==> src/rtl/move_sequencer_pkg.sv <==
// Shared definitions for the move sequencer: opcodes, FSM state encoding and
// the desired-heading decode applied to an accepted command.
package move_sequencer_pkg;

    localparam logic [3:0] OP_CAL  = 4'h0;
    localparam logic [3:0] OP_MOVE = 4'h2;

    typedef enum logic [2:0] {
        S_IDLE,
        S_CAL,
        S_ROTATE,
        S_RAMP_UP,
        S_RAMP_DOWN,
        S_DONE
    } state_t;

    // A zero heading code means "north" exactly; otherwise the code is the top byte
    function automatic logic [11:0] decode_heading(input logic [7:0] code);
        return (code != 8'h00) ? {code, 4'hF} : 12'h000;
    endfunction

endpackage

==> src/rtl/move_sequencer_line_counter.sv <==
// Centre-line crossing counter: cntrIR synchroniser, rising-edge detect and a
// saturating 5-bit count with synchronous clear and count enable.
module line_counter (
    input  logic       clk,
    input  logic       rst_n,
    input  logic       i_cntr_ir,
    input  logic       i_clr,
    input  logic       i_en,
    output logic [4:0] o_count
);

    logic       r_sync1;
    logic       r_sync2;
    logic       r_prev;
    logic [4:0] r_count;
    logic       w_rise;

    assign w_rise  = r_sync2 & ~r_prev;
    assign o_count = r_count;

    always_ff @(posedge clk or negedge rst_n) begin
        if (!rst_n) begin
            r_sync1 <= 1'b0;
            r_sync2 <= 1'b0;
            r_prev  <= 1'b0;
            r_count <= 5'h00;
        end else begin
            r_sync1 <= i_cntr_ir;
            r_sync2 <= r_sync1;
            r_prev  <= r_sync2;
            if (i_clr)
                r_count <= 5'h00;
            else if (i_en && w_rise && (r_count != 5'h1F))
                r_count <= r_count + 5'h01;
        end
    end

endmodule

==> src/rtl/move_sequencer.sv <==
// Command-level sequencer for one calibration or move at a time, feeding the PID.
// Optional build macro LINE_CORR_EN adds guard-rail IR correction to the error.
module move_sequencer #(
    parameter logic [9:0]  FRWRD_MAX   = 10'h2A0,
    parameter logic [5:0]  FRWRD_INC   = 6'h04,
    parameter logic [11:0] ERR_THRESH  = 12'h02C,
    parameter logic [11:0] CORR_OFFSET = 12'h01E
) (
    input  logic        clk,
    input  logic        rst_n,
    input  logic [15:0] cmd,
    input  logic        cmd_rdy,
    output logic        clr_cmd_rdy,
    output logic        send_resp,
    input  logic [11:0] heading,
    input  logic        heading_rdy,
    input  logic        cntrIR,
    input  logic        lftIR,
    input  logic        rghtIR,
    input  logic        cal_done,
    output logic        strt_cal,
    output logic        moving,
    output logic [9:0]  frwrd,
    output logic [11:0] error,
    output logic        err_vld
);
    import move_sequencer_pkg::*;

    state_t      r_state;
    logic [11:0] r_desired;
    logic [4:0]  r_target;
    logic        r_rot_only;
    logic [9:0]  r_frwrd;
    logic [11:0] r_error;
    logic        r_err_vld;
    logic        r_clr_cmd_rdy;
    logic        r_send_resp;
    logic        r_strt_cal;

    logic        w_accept;
    logic        w_moving;
    logic        w_ramping;
    logic [4:0]  w_line_cnt;
    logic        w_at_target;
    logic        w_going_down;
    logic [11:0] w_err_abs;
    logic        w_settled;
    logic [10:0] w_up_sum;
    logic [9:0]  w_frwrd_up;
    logic [9:0]  w_dn_step;
    logic [9:0]  w_frwrd_dn;
    logic [11:0] w_diff;
    logic [11:0] w_err_next;

    // r_clr_cmd_rdy masks the cycle where the front end has not yet dropped cmd_rdy
    assign w_accept     = (r_state == S_IDLE) && cmd_rdy && !r_clr_cmd_rdy;
    assign w_moving     = (r_state == S_ROTATE) || (r_state == S_RAMP_UP) || (r_state == S_RAMP_DOWN);
    assign w_ramping    = (r_state == S_RAMP_UP) || (r_state == S_RAMP_DOWN);
    assign w_at_target  = (w_line_cnt == r_target);
    assign w_going_down = (r_state == S_RAMP_DOWN) || ((r_state == S_RAMP_UP) && w_at_target);

    assign w_err_abs  = r_error[11] ? (~r_error + 12'h001) : r_error;
    assign w_settled  = r_err_vld && (w_err_abs < ERR_THRESH);

    assign w_up_sum   = {1'b0, r_frwrd} + {5'b0, FRWRD_INC};
    assign w_frwrd_up = (w_up_sum > {1'b0, FRWRD_MAX}) ? FRWRD_MAX : w_up_sum[9:0];
    assign w_dn_step  = {3'b0, FRWRD_INC, 1'b0};
    assign w_frwrd_dn = (r_frwrd < w_dn_step) ? 10'h000 : (r_frwrd - w_dn_step);

    // Heading is circular, so the 12-bit wrap of the difference is the shortest error
    assign w_diff = heading - r_desired;

`ifdef LINE_CORR_EN
    logic        r_lft_s1, r_lft_s2, r_rght_s1, r_rght_s2;
    logic [12:0] w_corr;
    logic [12:0] w_sum;

    always_ff @(posedge clk or negedge rst_n) begin
        if (!rst_n) begin
            r_lft_s1  <= 1'b0;
            r_lft_s2  <= 1'b0;
            r_rght_s1 <= 1'b0;
            r_rght_s2 <= 1'b0;
        end else begin
            r_lft_s1  <= lftIR;
            r_lft_s2  <= r_lft_s1;
            r_rght_s1 <= rghtIR;
            r_rght_s2 <= r_rght_s1;
        end
    end

    always_comb begin
        w_corr = 13'h0000;
        if (w_ramping && (r_lft_s2 ^ r_rght_s2))
            w_corr = r_lft_s2 ? {1'b0, CORR_OFFSET} : (~{1'b0, CORR_OFFSET} + 13'h0001);
    end

    assign w_sum      = {w_diff[11], w_diff} + w_corr;
    assign w_err_next = (w_sum[12] != w_sum[11]) ? (w_sum[12] ? 12'h800 : 12'h7FF) : w_sum[11:0];
`else
    logic w_unused_ir;
    assign w_unused_ir = lftIR ^ rghtIR;
    assign w_err_next  = w_diff;
`endif

    line_counter u_line_counter (
        .clk       (clk),
        .rst_n     (rst_n),
        .i_cntr_ir (cntrIR),
        .i_clr     (w_accept),
        .i_en      (w_ramping),
        .o_count   (w_line_cnt)
    );

    always_ff @(posedge clk or negedge rst_n) begin
        if (!rst_n) begin
            r_state       <= S_IDLE;
            r_desired     <= 12'h000;
            r_target      <= 5'h00;
            r_rot_only    <= 1'b0;
            r_frwrd       <= 10'h000;
            r_error       <= 12'h000;
            r_err_vld     <= 1'b0;
            r_clr_cmd_rdy <= 1'b0;
            r_send_resp   <= 1'b0;
            r_strt_cal    <= 1'b0;
        end else begin
            r_clr_cmd_rdy <= 1'b0;
            r_send_resp   <= 1'b0;
            r_strt_cal    <= 1'b0;
            r_err_vld     <= heading_rdy && w_moving;
            if (heading_rdy && w_moving)
                r_error <= w_err_next;
            if (heading_rdy) begin
                if (w_going_down)
                    r_frwrd <= w_frwrd_dn;
                else if (r_state == S_RAMP_UP)
                    r_frwrd <= w_frwrd_up;
            end

            case (r_state)
                S_IDLE: if (w_accept) begin
                    r_clr_cmd_rdy <= 1'b1;
                    r_desired     <= decode_heading(cmd[11:4]);
                    r_target      <= {cmd[3:0], 1'b0};
                    r_rot_only    <= (cmd[3:0] == 4'h0);
                    case (cmd[15:12])
                        OP_CAL: begin
                            r_strt_cal <= 1'b1;
                            r_state    <= S_CAL;
                        end
                        OP_MOVE: begin
                            r_frwrd <= 10'h000;
                            r_state <= S_ROTATE;
                        end
                        default: r_send_resp <= 1'b1;
                    endcase
                end
                S_CAL:       if (cal_done) r_state <= S_DONE;
                S_ROTATE:    if (w_settled) r_state <= r_rot_only ? S_DONE : S_RAMP_UP;
                S_RAMP_UP:   if (w_at_target) r_state <= S_RAMP_DOWN;
                S_RAMP_DOWN: if (r_frwrd == 10'h000) r_state <= S_DONE;
                S_DONE: begin
                    r_send_resp <= 1'b1;
                    r_state     <= S_IDLE;
                end
                default: r_state <= S_IDLE;
            endcase
        end
    end

    assign clr_cmd_rdy = r_clr_cmd_rdy;
    assign send_resp   = r_send_resp;
    assign strt_cal    = r_strt_cal;
    assign moving      = w_moving;
    assign frwrd       = r_frwrd;
    assign error       = r_error;
    assign err_vld     = r_err_vld;

endmodule

==> config.mk <==
export PLATFORM = sky130hd
export DESIGN_NAME = move_sequencer
export DESIGN_NICKNAME = d
export VERILOG_FILES = /design/src/rtl/move_sequencer_pkg.sv /design/src/rtl/move_sequencer_line_counter.sv /design/src/rtl/move_sequencer.sv
export SDC_FILE = /design/constraint.sdc
export NUM_CORES = 1
export LEC_CHECK = 0
export ABC_AREA = 0
export BUFFER_PORTS_ARGS = -buffer_cell sky130_fd_sc_hd__buf_4
export CELL_PAD_IN_SITES_DETAIL_PLACEMENT = 2
export CELL_PAD_IN_SITES_GLOBAL_PLACEMENT = 2
export CORE_MARGIN = 3
export CORE_UTILIZATION = 36
export DETAILED_ROUTE_END_ITERATION = 10
export GPL_TIMING_DRIVEN = 0
export PLACE_DENSITY_LB_ADDON = 0.3
export SYNTH_ARGS = -nofsm -noshare
export SYNTH_HDL_FRONTEND = slang
export SYNTH_SLANG_ARGS = --single-unit
==> constraint.sdc <==
create_clock -name clk -period 3.3 [get_ports clk]
set_clock_uncertainty 0.2 [all_clocks]
set_input_delay 0.66 -clock clk [delete_from_list [all_inputs] [get_ports clk]]
set_output_delay 0.66 -clock clk [all_outputs]
set_load 0.03 [all_outputs]
==> impl_metrics.sql, run 1 <==
INSERT INTO impl_metrics (metric_group, metric, value, unit) VALUES
('global_route', 'grt_first_pass_wirelength', '20.33', 'mm'),
('sta', 'fin_crit_sh', '0.8232', ''),
('sta', 'finalMaxSlewViolations', '0', ''),
('run_status', 'status', 'complete, no violations', ''),
('routing', 'route.vias.total', '3515', ''),
('setup_path', 'crit_arrival', '2.70', 'ns'),
('routing', 'wl_per_cell', '19.25', 'microns'),
('clock_tree', 'cts_hold_buffers', '0', ''),
('synthesis', 'post_synth_inst_count', '427', ''),
('cells_and_area', 'register_area', '0.001276', 'sq mm'),
('clock_tree', 'cts_inserted_buffers', '5', ''),
('cells_and_area', 'layout.filler_cells', '1104', ''),
('sta', 'max_slew.worst_pin.slew', '0.6810', 'ns'),
('routing', 'detailedRoute.firstPassIterationCount', '4', ''),
('routing', 'avgViaCountPerCell', '5.633', ''),
('cells_and_area', 'nNetsFinal', '549', ''),
('floorplan', 'chipHeight', '105.7', 'microns'),
('floorplan', 'die_area', '0.01117', 'sq mm'),
('sta', 'rsz0062_at_grt', 'false', ''),
('routing', 'drt_iter0_drc', '107', ''),
('clock_tree', 'ctsLongestPathBuffers', '2', ''),
('synthesis', 'area_share_of_the_leading_cell_type_in_the_synthesized_netlist', '0.3569', ''),
('cells_and_area', 'area_delta_synth_final', '20.50', '%'),
('cells_and_area', 'layout_common_cells', '64 x sky130_fd_sc_hd__nand2_1, 63 x sky130_fd_sc_hd__buf_4, 51 x sky130_fd_sc_hd__dfrtp_1', ''),
('clock_tree', 'cts-htree-levels', '2', ''),
('setup_path', 'critPathKind', 'reg2reg', ''),
('cells_and_area', 'multiInputGateArea', '0.002103', 'sq mm'),
('placement', 'detailedPlacementHpwl', '9.166', 'mm'),
('clock_tree', 'path_clk_slew', '0.10', 'ns'),
('pwr', 'totalPowerFinal', '0.003716', 'W'),
('sta', 'totalNegativeSetupSlack', '0', 'ns'),
('synthesis', 'netlist_area', '0.003576', 'sq mm'),
('floorplan', 'initial_core_util', '0.3780', ''),
('sta', 'setup_viol_count_final', '0', ''),
('synthesis', 'synth_edf_count', '0', ''),
('worst_hold_path', 'min_path_type', 'reg2reg', ''),
('synthesis', 'register_bit_total_from_synthesis', '51', ''),
('floorplan', 'io_pins', '63', ''),
('placement', 'pre_cts_ws', '0.5525', 'ns'),
('global_route', 'track_usage', '0.2244', ''),
('floorplan', 'die_w', '105.7', 'microns'),
('sta', 'fin_ws', '0.5835', 'ns'),
('sta', 'clock.fmax', '0.3681', 'GHz'),
('global_route', 'grt_max_degree', '52', ''),
('sta', 'period_needed', '2.717', 'ns'),
('synthesis', 'ys.flop_type', 'sky130_fd_sc_hd__dfrtp_1', ''),
('setup_path', 'critical_path_peak_fanout', '10', ''),
('synthesis', 'synth_fp_nets', '482', ''),
('floorplan', 'std_cell_rows', '35', ''),
('clock_tree', 'cts.root.buffer_cell', 'sky130_fd_sc_hd__clkbuf_8', ''),
('clock_tree', 'cts_num_sinks', '51', ''),
('routing', 'drc_errors', '0', ''),
('synthesis', 'synth.area.top_cells', 'sky130_fd_sc_hd__dfrtp_1 36%, sky130_fd_sc_hd__nand2_1 6.7%, sky130_fd_sc_hd__ha_1 6.3%', ''),
('synthesis', 'synth_area_per_cell', '8.375', 'sq um'),
('pwr', 'p_per_area', '862.3', 'mW/mm^2'),
('clock_tree', 'post_cts.resized_instances', '0', ''),
('setup_path', 'cp_capture_type', 'flop', ''),
('routing', 'wirelength', '12.01', 'mm'),
('sta', 'worst_slew_margin_rel', '0.5460', ''),
('setup_path', 'critical_path.startpoint_type', 'flop', ''),
('synthesis', 'yosysWarningCount', '0', ''),
('setup_path', 'reg2reg_depth', '8', ''),
('global_route', 'grt-ovfl-total', '0', ''),
('setup_path', 'timing.critical_path.required', '3.29', 'ns'),
('clock_tree', 'postCtsSetupRepairBufs', '0', ''),
('cells_and_area', 'layout_commonest_cell', 'sky130_fd_sc_hd__nand2_1', ''),
('global_route', 'grt_antenna_before_repair', '0', ''),
('synthesis', 'synthDominantAreaCellType', 'sky130_fd_sc_hd__dfrtp_1', ''),
('clock_tree', 'tritoncts', 'yes', ''),
('routing', 'drt.antenna.violating_nets', '0', ''),
('synthesis', 'number_of_distinct_standard_cells_referenced_by_the_synthesized_netlist', '66', '');
-- critical path, stage by stage, from the launching register on --
cell,delay [ns]
sky130_fd_sc_hd__dfrtp_1,0.56
sky130_fd_sc_hd__ha_1,0.38
sky130_fd_sc_hd__and2_1,0.18
sky130_fd_sc_hd__clkbuf_1,0.29
sky130_fd_sc_hd__nand4_1,0.14
sky130_fd_sc_hd__o31ai_1,0.15
sky130_fd_sc_hd__nand4_1,0.28
sky130_fd_sc_hd__nor4b_1,0.31
sky130_fd_sc_hd__nor4_1,0.09
-- per-stage QoR --
step / hold WS [ns] / area (sq um) / std cells / utilization
2_1_floorplan: 0.1312 / 3576 / 427 / -
3_3_place_gp: 0.1335 / 4188 / 616 / 0.4427
3_5_place_dp: 0.1465 / 4188 / 616 / 0.4427
4_1_cts: 0.1712 / 4309 / 624 / 0.4556
5_1_grt: 0.1944 / 4309 / 624 / 0.4556
6_report: 0.1657 / 4309 / 624 / 0.4556
-- kinds of logic (layout without fill, tap and decap cells) --
group / Yosys count / in the layout / share of synthesized area
simple gates: 167 / 167 / 0.2404
buf+inv: 46 / 114 / 0.05493
mux: 4 / 4 / 0.01155
flops: 51 / 51 / 0.3569
xor+xnor: 20 / 20 / 0.04899
fa+ha+maj: 19 / 19 / 0.06858
compound gates: 120 / 120 / 0.2187
-- cell type report --
type,instances,share of cell area
plain buffers,24,0.02642
clock buffers,6,0.01916
clock inverters,2,0.009001
inverters,22,0.01916
multi-input cells,330,0.4881
flip-flops and latches,51,0.2962
well taps,129,0.03746
repair buffers,60,0.1045
-- synthesized netlist by cell type, types with 5 or more instances --
cell,instances
sky130_fd_sc_hd__o21ai_0,29
sky130_fd_sc_hd__nand4_1,7
sky130_fd_sc_hd__o31ai_1,7
sky130_fd_sc_hd__and3_1,6
sky130_fd_sc_hd__dfrtp_1,51
sky130_fd_sc_hd__nor2_1,31
sky130_fd_sc_hd__xnor2_1,9
sky130_fd_sc_hd__o21a_1,6
sky130_fd_sc_hd__or3_1,6
sky130_fd_sc_hd__a21oi_1,22
sky130_fd_sc_hd__xor2_1,11
sky130_fd_sc_hd__a211oi_1,5
sky130_fd_sc_hd__clkbuf_1,15
sky130_fd_sc_hd__a31oi_1,7
sky130_fd_sc_hd__o211ai_1,5
sky130_fd_sc_hd__o21ai_1,5
sky130_fd_sc_hd__nor2b_1,5
sky130_fd_sc_hd__ha_1,18
sky130_fd_sc_hd__nand2_1,64
sky130_fd_sc_hd__nor3_1,13
sky130_fd_sc_hd__inv_1,21
sky130_fd_sc_hd__a21o_1,5
-- per-layer routing --
metal  GRT usage  vias to the layer above  wire [microns]
li1            -                     1664               -
met1      0.2863                     1790            5498
met2      0.4080                       53            6094
met3     0.03062                        8             321
met4     0.03793                        0              95
met5           0                        -               0
-- path summary, 6_finish.rpt --
path | start | to | slack, ns
min | u_line_counter.r_sync1 | u_line_counter.r_sync2 | 0.17
max in group asynchronous | rst_n | r_desired[3] | 2.28
min reg2reg | u_line_counter.r_sync1 | u_line_counter.r_sync2 | 0.17
max | frwrd[3] | frwrd[5] | 0.58
max reg2reg | frwrd[3] | frwrd[5] | 0.58
min in group asynchronous | rst_n | frwrd[7] | 0.18
-- report_power, final --
group | switching [W] | internal [W]
Clock | 0.000238 | 0.000250
Sequential | 0.000239 | 0.000850
Combinational | 0.00133 | 0.000805
-- state kept, by name (all words and copies together) (netlist names), 3 cells and up --
name,flops
u_line_counter.o_count,5
r_state,3
r_target,4
r_desired,9
error,12
frwrd,10
Note: power is estimated with default switching activity, not from simulation.
==> inputs of run 2 (changes only) <==
--- a/config.mk
+++ b/config.mk
@@ -10,7 +10,7 @@
 export CELL_PAD_IN_SITES_DETAIL_PLACEMENT = 2
 export CELL_PAD_IN_SITES_GLOBAL_PLACEMENT = 2
 export CORE_MARGIN = 3
-export CORE_UTILIZATION = 36
+export CORE_UTILIZATION = 33
 export DETAILED_ROUTE_END_ITERATION = 10
 export GPL_TIMING_DRIVEN = 0
 export PLACE_DENSITY_LB_ADDON = 0.3
==> constraint.sdc (replaced) <==
create_clock -name clk -period 2.81 [get_ports clk]
set_clock_uncertainty 0.2 [all_clocks]
set_input_delay 0.562 -clock clk [delete_from_list [all_inputs] [get_ports clk]]
set_output_delay 0.562 -clock clk [all_outputs]
set_load 0.03 [all_outputs]
==> run 2 against run 1 <==
Setup slack worse by 0.40 ns; routed wire length is 5.2% lower; core utilization is 4.4 points lower; sequential share of layout area is 0.18 points higher; worst hold slack worse by 0.10 ns; clock power is 5.1% lower; total power is 13% higher; count of clock-buffer cells in the layout stayed put; critical path type unchanged; critical endpoint is now error[7].
==> impl_metrics.sql, run 2 (synthesized netlist as in run 1, its figures left out) <==
INSERT INTO impl_metrics (metric_group, metric, value, unit) VALUES
('pwr', 'sequentialPowerShare', '0.305', ''),
('sta', 'period_needed', '2.626', 'ns'),
('sta', 'clock.fmax', '0.3808', 'GHz'),
('sta', 'worst_slew_margin_rel', '0.5510', ''),
('routing', 'detailedRoute.firstPassIterationCount', '4', ''),
('setup_path', 'crit_chain', 'inv_1 -> ha_1 -> nor2b_1 -> o31a_1 -> o21ai_1 -> a211oi_1 -> or3_1 -> a31o_2', ''),
('placement', 'gp_congestion', '0.8061', ''),
('setup_path', 'crit_arrival', '2.64', 'ns'),
('routing', 'wl_per_cell', '18.04', 'microns'),
('pwr', 'pwr-share-clk', '0.111', ''),
('clock_tree', 'cts.root.buffer_cell', 'sky130_fd_sc_hd__clkbuf_8', ''),
('global_route', 'grt_first_pass_wirelength', '18.80', 'mm'),
('sta', 'rsz0062_at_grt', 'false', ''),
('setup_path', 'critical-path-top-delay-family', 'compound AO/OA/AOI/OAI gates', ''),
('global_route', 'grt_antenna_before_repair', '0', ''),
('global_route', 'track_usage', '0.1969', ''),
('setup_path', 'critical_path_peak_fanout', '4', ''),
('cells_and_area', 'final_cells', '631', ''),
('cells_and_area', 'area_delta_synth_final', '19.87', '%'),
('sta', 'fin_crit_sh', '0.9346', ''),
('clock_tree', 'ctsLongestPathBuffers', '2', ''),
('clock_tree', 'insertion_delay', '0.32', 'ns'),
('pwr', 'power.net_switching', '0.002067', 'W'),
('floorplan', 'chipHeight', '110.1', 'microns'),
('cells_and_area', 'design_area', '0.004287', 'sq mm'),
('placement', 'port_buffers', '60', ''),
('routing', 'drc_errors', '0', ''),
('sta', 'setup_viol_count_final', '0', ''),
('setup_path', 'cp.buffers_inverters', '1', ''),
('run_status', 'status', 'complete, no violations', ''),
('global_route', 'grt-ovfl-total', '0', ''),
('clock_tree', 'cts-htree-levels', '2', ''),
('sta', 'max_slew.worst_pin.slew', '0.6735', 'ns'),
('routing', 'route.vias.total', '3446', ''),
('placement', 'dpl_cell_area', '0.004197', 'sq mm'),
('cells_and_area', 'layout_common_cells', '64 x sky130_fd_sc_hd__nand2_1, 63 x sky130_fd_sc_hd__buf_4, 50 x sky130_fd_sc_hd__dfrtp_1', ''),
('placement', 'detailedPlacementHpwl', '8.896', 'mm'),
('sta', 'totalNegativeSetupSlack', '0', 'ns'),
('pwr', 'comb_power_share', '0.585', ''),
('floorplan', 'initial_core_util', '0.3433', ''),
('pwr', 'p_per_area', '977.3', 'mW/mm^2'),
('floorplan', 'placeableCoreArea', '0.01042', 'sq mm'),
('clock_tree', 'cts_num_sinks', '51', ''),
('cells_and_area', 'largest_register_ffs', '12', ''),
('pwr', 'netSwitchingFraction', '0.4934', ''),
('pwr', 'vdd_drop_max', '302.3', 'uV'),
('floorplan', 'io_pins', '63', ''),
('floorplan', 'die_w', '110.1', 'microns'),
('cells_and_area', 'layout_commonest_cell', 'sky130_fd_sc_hd__nand2_1', ''),
('routing', 'drt_iter0_drc', '137', ''),
('routing', 'drt.antenna.violating_nets', '0', ''),
('setup_path', 'crit_slowest_cell', 'sky130_fd_sc_hd__dfrtp_1', ''),
('pwr', 'leakagePower', '2.014', 'nW'),
('sta', 'timing_hold_violations_final', '0', ''),
('placement', 'placed_cell_count', '623', ''),
('global_route', 'first_global_vias', '3666', ''),
('clock_tree', 'tritoncts', 'yes', ''),
('global_route', 'grt_max_degree', '52', ''),
('floorplan', 'die_area', '0.01212', 'sq mm'),
('setup_path', 'critical_path.max_stage_delay', '0.51', 'ns'),
('placement', 'pre_cts_ws', '0.1189', 'ns'),
('routing', 'avgViaCountPerCell', '5.461', ''),
('sta', 'fin_ws', '0.1839', 'ns'),
('clock_tree', 'path_clk_slew', '0.10', 'ns'),
('cells_and_area', 'number_of_inserted_diodes', '0', ''),
('sta', 'finalMaxSlewViolations', '0', ''),
('cells_and_area', 'post_route_cells_drive_above_1_share', '0.1758', ''),
('setup_path', 'critPathKind', 'reg2reg', ''),
('cells_and_area', 'layout.filler_cells', '1225', ''),
('setup_path', 'critical_path.startpoint_type', 'flop', ''),
('clock_tree', 'cts_inserted_buffers', '5', ''),
('floorplan', 'std_cell_rows', '37', ''),
('setup_path', 'timing.critical_path.required', '2.83', 'ns'),
('clock_tree', 'cts_hold_buffers', '0', ''),
('run', 'drv.max_cap_violation_count', '0', ''),
('setup_path', 'cp_capture_type', 'flop', ''),
('worst_hold_path', 'min_path_type', 'in2async', ''),
('routing', 'wirelength', '11.38', 'mm'),
('pwr', 'p_int', '0.002122', 'W'),
('cells_and_area', 'nNetsFinal', '549', '');
-- run 2: changes by cell type in the layout (fill, tap and decap cells not counted) --
cell and change:
sky130_fd_sc_hd__bufinv_16 -1, sky130_fd_sc_hd__clkbuf_1 +1, sky130_fd_sc_hd__clkbuf_8 -1, sky130_fd_sc_hd__clkinvlp_4 +1, sky130_fd_sc_hd__dfrtp_1 -1, sky130_fd_sc_hd__dfrtp_2 +1
-- run 2: stage by stage --
step,power (W),hold slack [ns],util
after global placement,0.003635,0.1344,0.4029
after floorplan,0.002931,0.06641,-
final,0.004189,0.06153,0.4115
after detailed placement,0.003758,0.1417,0.4029
after global routing,0.004574,0.09354,0.4115
after CTS,0.004244,0.08460,0.4114
-- run 2: final cells by class --
class | instances | area, sq um | area share
Buffer | 24 | 113.9 | 0.02656
Sequential cell | 51 | 1277 | 0.2980
Inverter | 22 | 82.58 | 0.01926
Multi-Input combinational cell | 330 | 2103 | 0.4907
Tap cell | 136 | 170.2 | 0.03970
Clock buffer | 6 | 72.57 | 0.01693
Timing Repair Buffer | 60 | 450.4 | 0.1051
Clock inverter | 2 | 16.27 | 0.003795
-- run 2: path summary, 6_finish.rpt --
check / end / slack, ns / cells past startpoint / startpoint
min: u_line_counter.o_count[1] / 0.06 / 1 / rst_n
max: error[7] / 0.18 / 8 / r_desired[3]
max reg2reg: error[7] / 0.18 / 8 / r_desired[3]
min in group clk: u_line_counter.r_sync1 / 0.14 / 1 / cntrIR
max in group asynchronous: frwrd[3] / 1.88 / 1 / rst_n
min reg2reg: u_line_counter.r_sync2 / 0.16 / 0 / u_line_counter.r_sync1
-- run 2: metal layers --
metal / up-vias / share of wire / global-route usage
met2: 47 / 0.49 / 0.3397
met5: - / 0 / 0
met3: 8 / 0.030 / 0.03203
met1: 1729 / 0.47 / 0.2612
met4: 0 / 0.011 / 0.03870
li1: 1662 / - / -
-- run 2: what timing repair did --
item,4_1_cts,5_1_grt
setup buffers,0,0
gates resized for setup,0,1
setup endpoints to repair,0,1
-- run 2: power groups by stage --
stage	Combinational [W]	Sequential [W]	Clock, W
finish	0.00245	0.00128	0.000463
detailed placement	0.00247	0.00129	0
global route	0.00274	0.00132	0.000513
CTS	0.00248	0.00128	0.000483
global placement	0.00236	0.00127	0
floorplan	0.00145	0.00148	0
==> inputs of run 3 (changes only) <==
==> constraint.sdc (replaced) <==
create_clock -name clk -period 2.66 [get_ports clk]
set_clock_uncertainty 0.2 [all_clocks]
set_input_delay 0.532 -clock clk [delete_from_list [all_inputs] [get_ports clk]]
set_output_delay 0.532 -clock clk [all_outputs]
set_load 0.03 [all_outputs]
==> run 3 against run 2 <==
Non-clock buffer count decreased by 1; critical endpoint unchanged; via count about the same; highest routed layer unchanged; sequential power increased by 5%; sequential share of layout area about the same; global-route usage about the same; combinational power increased by 6%; cell count decreased by 0.16%.
==> impl_metrics.sql, run 3 (synthesized netlist as in run 1, its figures left out) <==
INSERT INTO impl_metrics (metric_group, metric, value, unit) VALUES
('setup_path', 'cp_capture_type', 'flop', ''),
('setup_path', 'timing.critical_path.required', '2.67', 'ns'),
('global_route', 'grt-ovfl-total', '0', ''),
('global_route', 'grt_antenna_before_repair', '0', ''),
('setup_path', 'critical_path.startpoint_type', 'flop', ''),
('clock_tree', 'insertion_delay', '0.32', 'ns'),
('pwr', 'p_per_area', '1032', 'mW/mm^2'),
('floorplan', 'die_w', '110.1', 'microns'),
('clock_tree', 'path_clk_slew', '0.10', 'ns'),
('clock_tree', 'cts-htree-levels', '2', ''),
('pwr', 'pwr-share-clk', '0.110', ''),
('sta', 'fin_crit_sh', '0.9551', ''),
('routing', 'route.vias.total', '3447', ''),
('setup_path', 'crit_slowest_cell', 'sky130_fd_sc_hd__dfrtp_2', ''),
('cells_and_area', 'largest_register_ffs', '12', ''),
('sta', 'totalNegativeSetupSlack', '0', 'ns'),
('routing', 'avgViaCountPerCell', '5.471', ''),
('floorplan', 'chipHeight', '110.1', 'microns'),
('global_route', 'grt_max_degree', '52', ''),
('routing', 'drc_errors', '0', ''),
('sta', 'setup_viol_count_final', '0', ''),
('setup_path', 'crit_arrival', '2.55', 'ns'),
('setup_path', 'reg2reg_depth', '8', ''),
('routing', 'wl_per_cell', '18.02', 'microns'),
('clock_tree', 'cts.root.buffer_cell', 'sky130_fd_sc_hd__clkbuf_8', ''),
('setup_path', 'cp.buffers_inverters', '1', ''),
('clock_tree', 'ctsLongestPathBuffers', '2', ''),
('sta', 'period_needed', '2.540', 'ns'),
('setup_path', 'source_of_the_worst_register_to_register_timing_path', 'r_desired[3]', ''),
('setup_path', 'critical_path_depth', '8', ''),
('routing', 'wirelength', '11.35', 'mm'),
('run', 'drv.max_cap_violation_count', '0', ''),
('routing', 'detailedRoute.firstPassIterationCount', '4', ''),
('cells_and_area', 'layout_commonest_cell', 'sky130_fd_sc_hd__nand2_1', ''),
('placement', 'gp_congestion', '0.8061', ''),
('sta', 'max_slew.worst_pin.slew', '0.6750', 'ns'),
('pwr', 'comb_power_share', '0.585', ''),
('routing', 'drt.antenna.violating_nets', '0', ''),
('floorplan', 'placeableCoreArea', '0.01042', 'sq mm'),
('worst_hold_path', 'min_path_type', 'in2async', ''),
('clock_tree', 'tritoncts', 'yes', ''),
('setup_path', 'critical_path.max_stage_delay', '0.48', 'ns'),
('setup_path', 'critPathKind', 'reg2reg', ''),
('pwr', 'power.net_switching', '0.002180', 'W'),
('global_route', 'track_usage', '0.1966', ''),
('clock_tree', 'cts_inserted_buffers', '5', ''),
('pwr', 'p_int', '0.002243', 'W'),
('pwr', 'vdd_drop_max', '319.5', 'uV'),
('clock_tree', 'cts_hold_buffers', '0', ''),
('global_route', 'grt_first_pass_wirelength', '18.78', 'mm'),
('placement', 'detailedPlacementHpwl', '8.896', 'mm'),
('floorplan', 'io_pins', '63', ''),
('cells_and_area', 'number_of_inserted_diodes', '0', ''),
('pwr', 'sequentialPowerShare', '0.305', ''),
('pwr', 'netSwitchingFraction', '0.4929', ''),
('setup_path', 'setup.worst_path.start', 'r_desired[3]', ''),
('sta', 'rsz0062_at_grt', 'false', ''),
('cells_and_area', 'area_delta_synth_final', '19.80', '%'),
('floorplan', 'initial_core_util', '0.3433', ''),
('cells_and_area', 'layout.filler_cells', '1224', ''),
('sta', 'timing_hold_violations_final', '0', ''),
('cells_and_area', 'layout_common_cells', '64 x sky130_fd_sc_hd__nand2_1, 63 x sky130_fd_sc_hd__buf_4, 49 x sky130_fd_sc_hd__dfrtp_1', ''),
('setup_path', 'critical_path_peak_fanout', '4', ''),
('floorplan', 'std_cell_rows', '37', ''),
('pwr', 'totalPowerFinal', '0.004423', 'W'),
('floorplan', 'die_area', '0.01212', 'sq mm'),
('clock_tree', 'postCtsSetupRepairBufs', '0', ''),
('clock_tree', 'cts_num_sinks', '51', ''),
('run_status', 'status', 'complete, no violations', ''),
('placement', 'port_buffers', '60', ''),
('cells_and_area', 'nNetsFinal', '548', ''),
('pwr', 'leakagePower', '2.013', 'nW'),
('global_route', 'first_global_vias', '3664', ''),
('sta', 'finalMaxSlewViolations', '0', ''),
('sta', 'clock.fmax', '0.3936', 'GHz'),
('cells_and_area', 'post_route_cells_drive_above_1_share', '0.1781', ''),
('setup_path', 'critical-path-top-delay-family', 'compound AO/OA/AOI/OAI gates', ''),
('setup_path', 'crit_chain', 'inv_1 -> ha_1 -> nor2b_1 -> o31a_1 -> o21ai_1 -> a211oi_1 -> or3_1 -> a31o_2', ''),
('sta', 'worst_slew_margin_rel', '0.5500', ''),
('routing', 'drt_iter0_drc', '142', '');
[run 3: changes by cell type in the layout (fill, tap and decap cells not counted), sizes merged]
cell    before  now
clkbuf      21   20
[run 3: metrics by stage]
step	std cells	utilization	cell area (sq um)	hold slack, ns	setup WS [ns]
after global routing	630	0.4113	4284	0.06352	0.01699
after floorplan	427	-	3576	0.03641	0.3391
after CTS	630	0.4111	4282	0.05460	0.06107
after global placement	623	0.4029	4197	0.1344	0.05504
final	630	0.4113	4284	0.03171	0.1196
after detailed placement	623	0.4029	4197	0.1417	-0.03113
[run 3: final cells by class]
| class | count | area [sq um] | share of cell area |
|---|---|---|---|
| clock buffer | 6 | 72.57 | 0.01694 |
| multi-input combinational | 330 | 2103 | 0.4909 |
| timing repair buffer | 60 | 450.4 | 0.1051 |
| sequential | 51 | 1279 | 0.2985 |
| buffer | 23 | 110.1 | 0.02570 |
| tap | 136 | 170.2 | 0.03972 |
| inverter | 22 | 82.58 | 0.01928 |
| clock inverter | 2 | 16.27 | 0.003797 |
[run 3: routing by layer]
layer,global-route usage,vias up,wire (microns)
li1,-,1663,-
met1,0.2605,1729,5338
met2,0.3397,47,5541
met3,0.03203,8,348
met4,0.03870,0,124
met5,0,-,0
[run 3: repair_timing]
action / 4_1_cts / 5_1_grt
gates resized for setup: 0 / 3
endpoints found under the hold margin: 0 / 0
gates cloned: 0 / 0
endpoints found under the setup margin: 1 / 8
[run 3: final timing paths]
check                                       endpoint  slack, ns
max                                         error[7]       0.12
min                        u_line_counter.o_count[1]       0.03
max reg2reg                                 error[7]       0.12
min reg2reg                   u_line_counter.r_sync2       0.16
max in group asynchronous               r_desired[3]       1.74
min in group clk              u_line_counter.r_sync1       0.11
[run 3: power groups by stage]
stage          Clock [W]  Sequential (W)  Combinational [W]
2_1_floorplan          0         0.00156            0.00153
3_3_place_gp           0         0.00134            0.00250
3_5_place_dp           0         0.00136            0.00261
4_1_cts         0.000510         0.00135            0.00262
5_1_grt         0.000542         0.00140            0.00289
6_report        0.000487         0.00135            0.00259
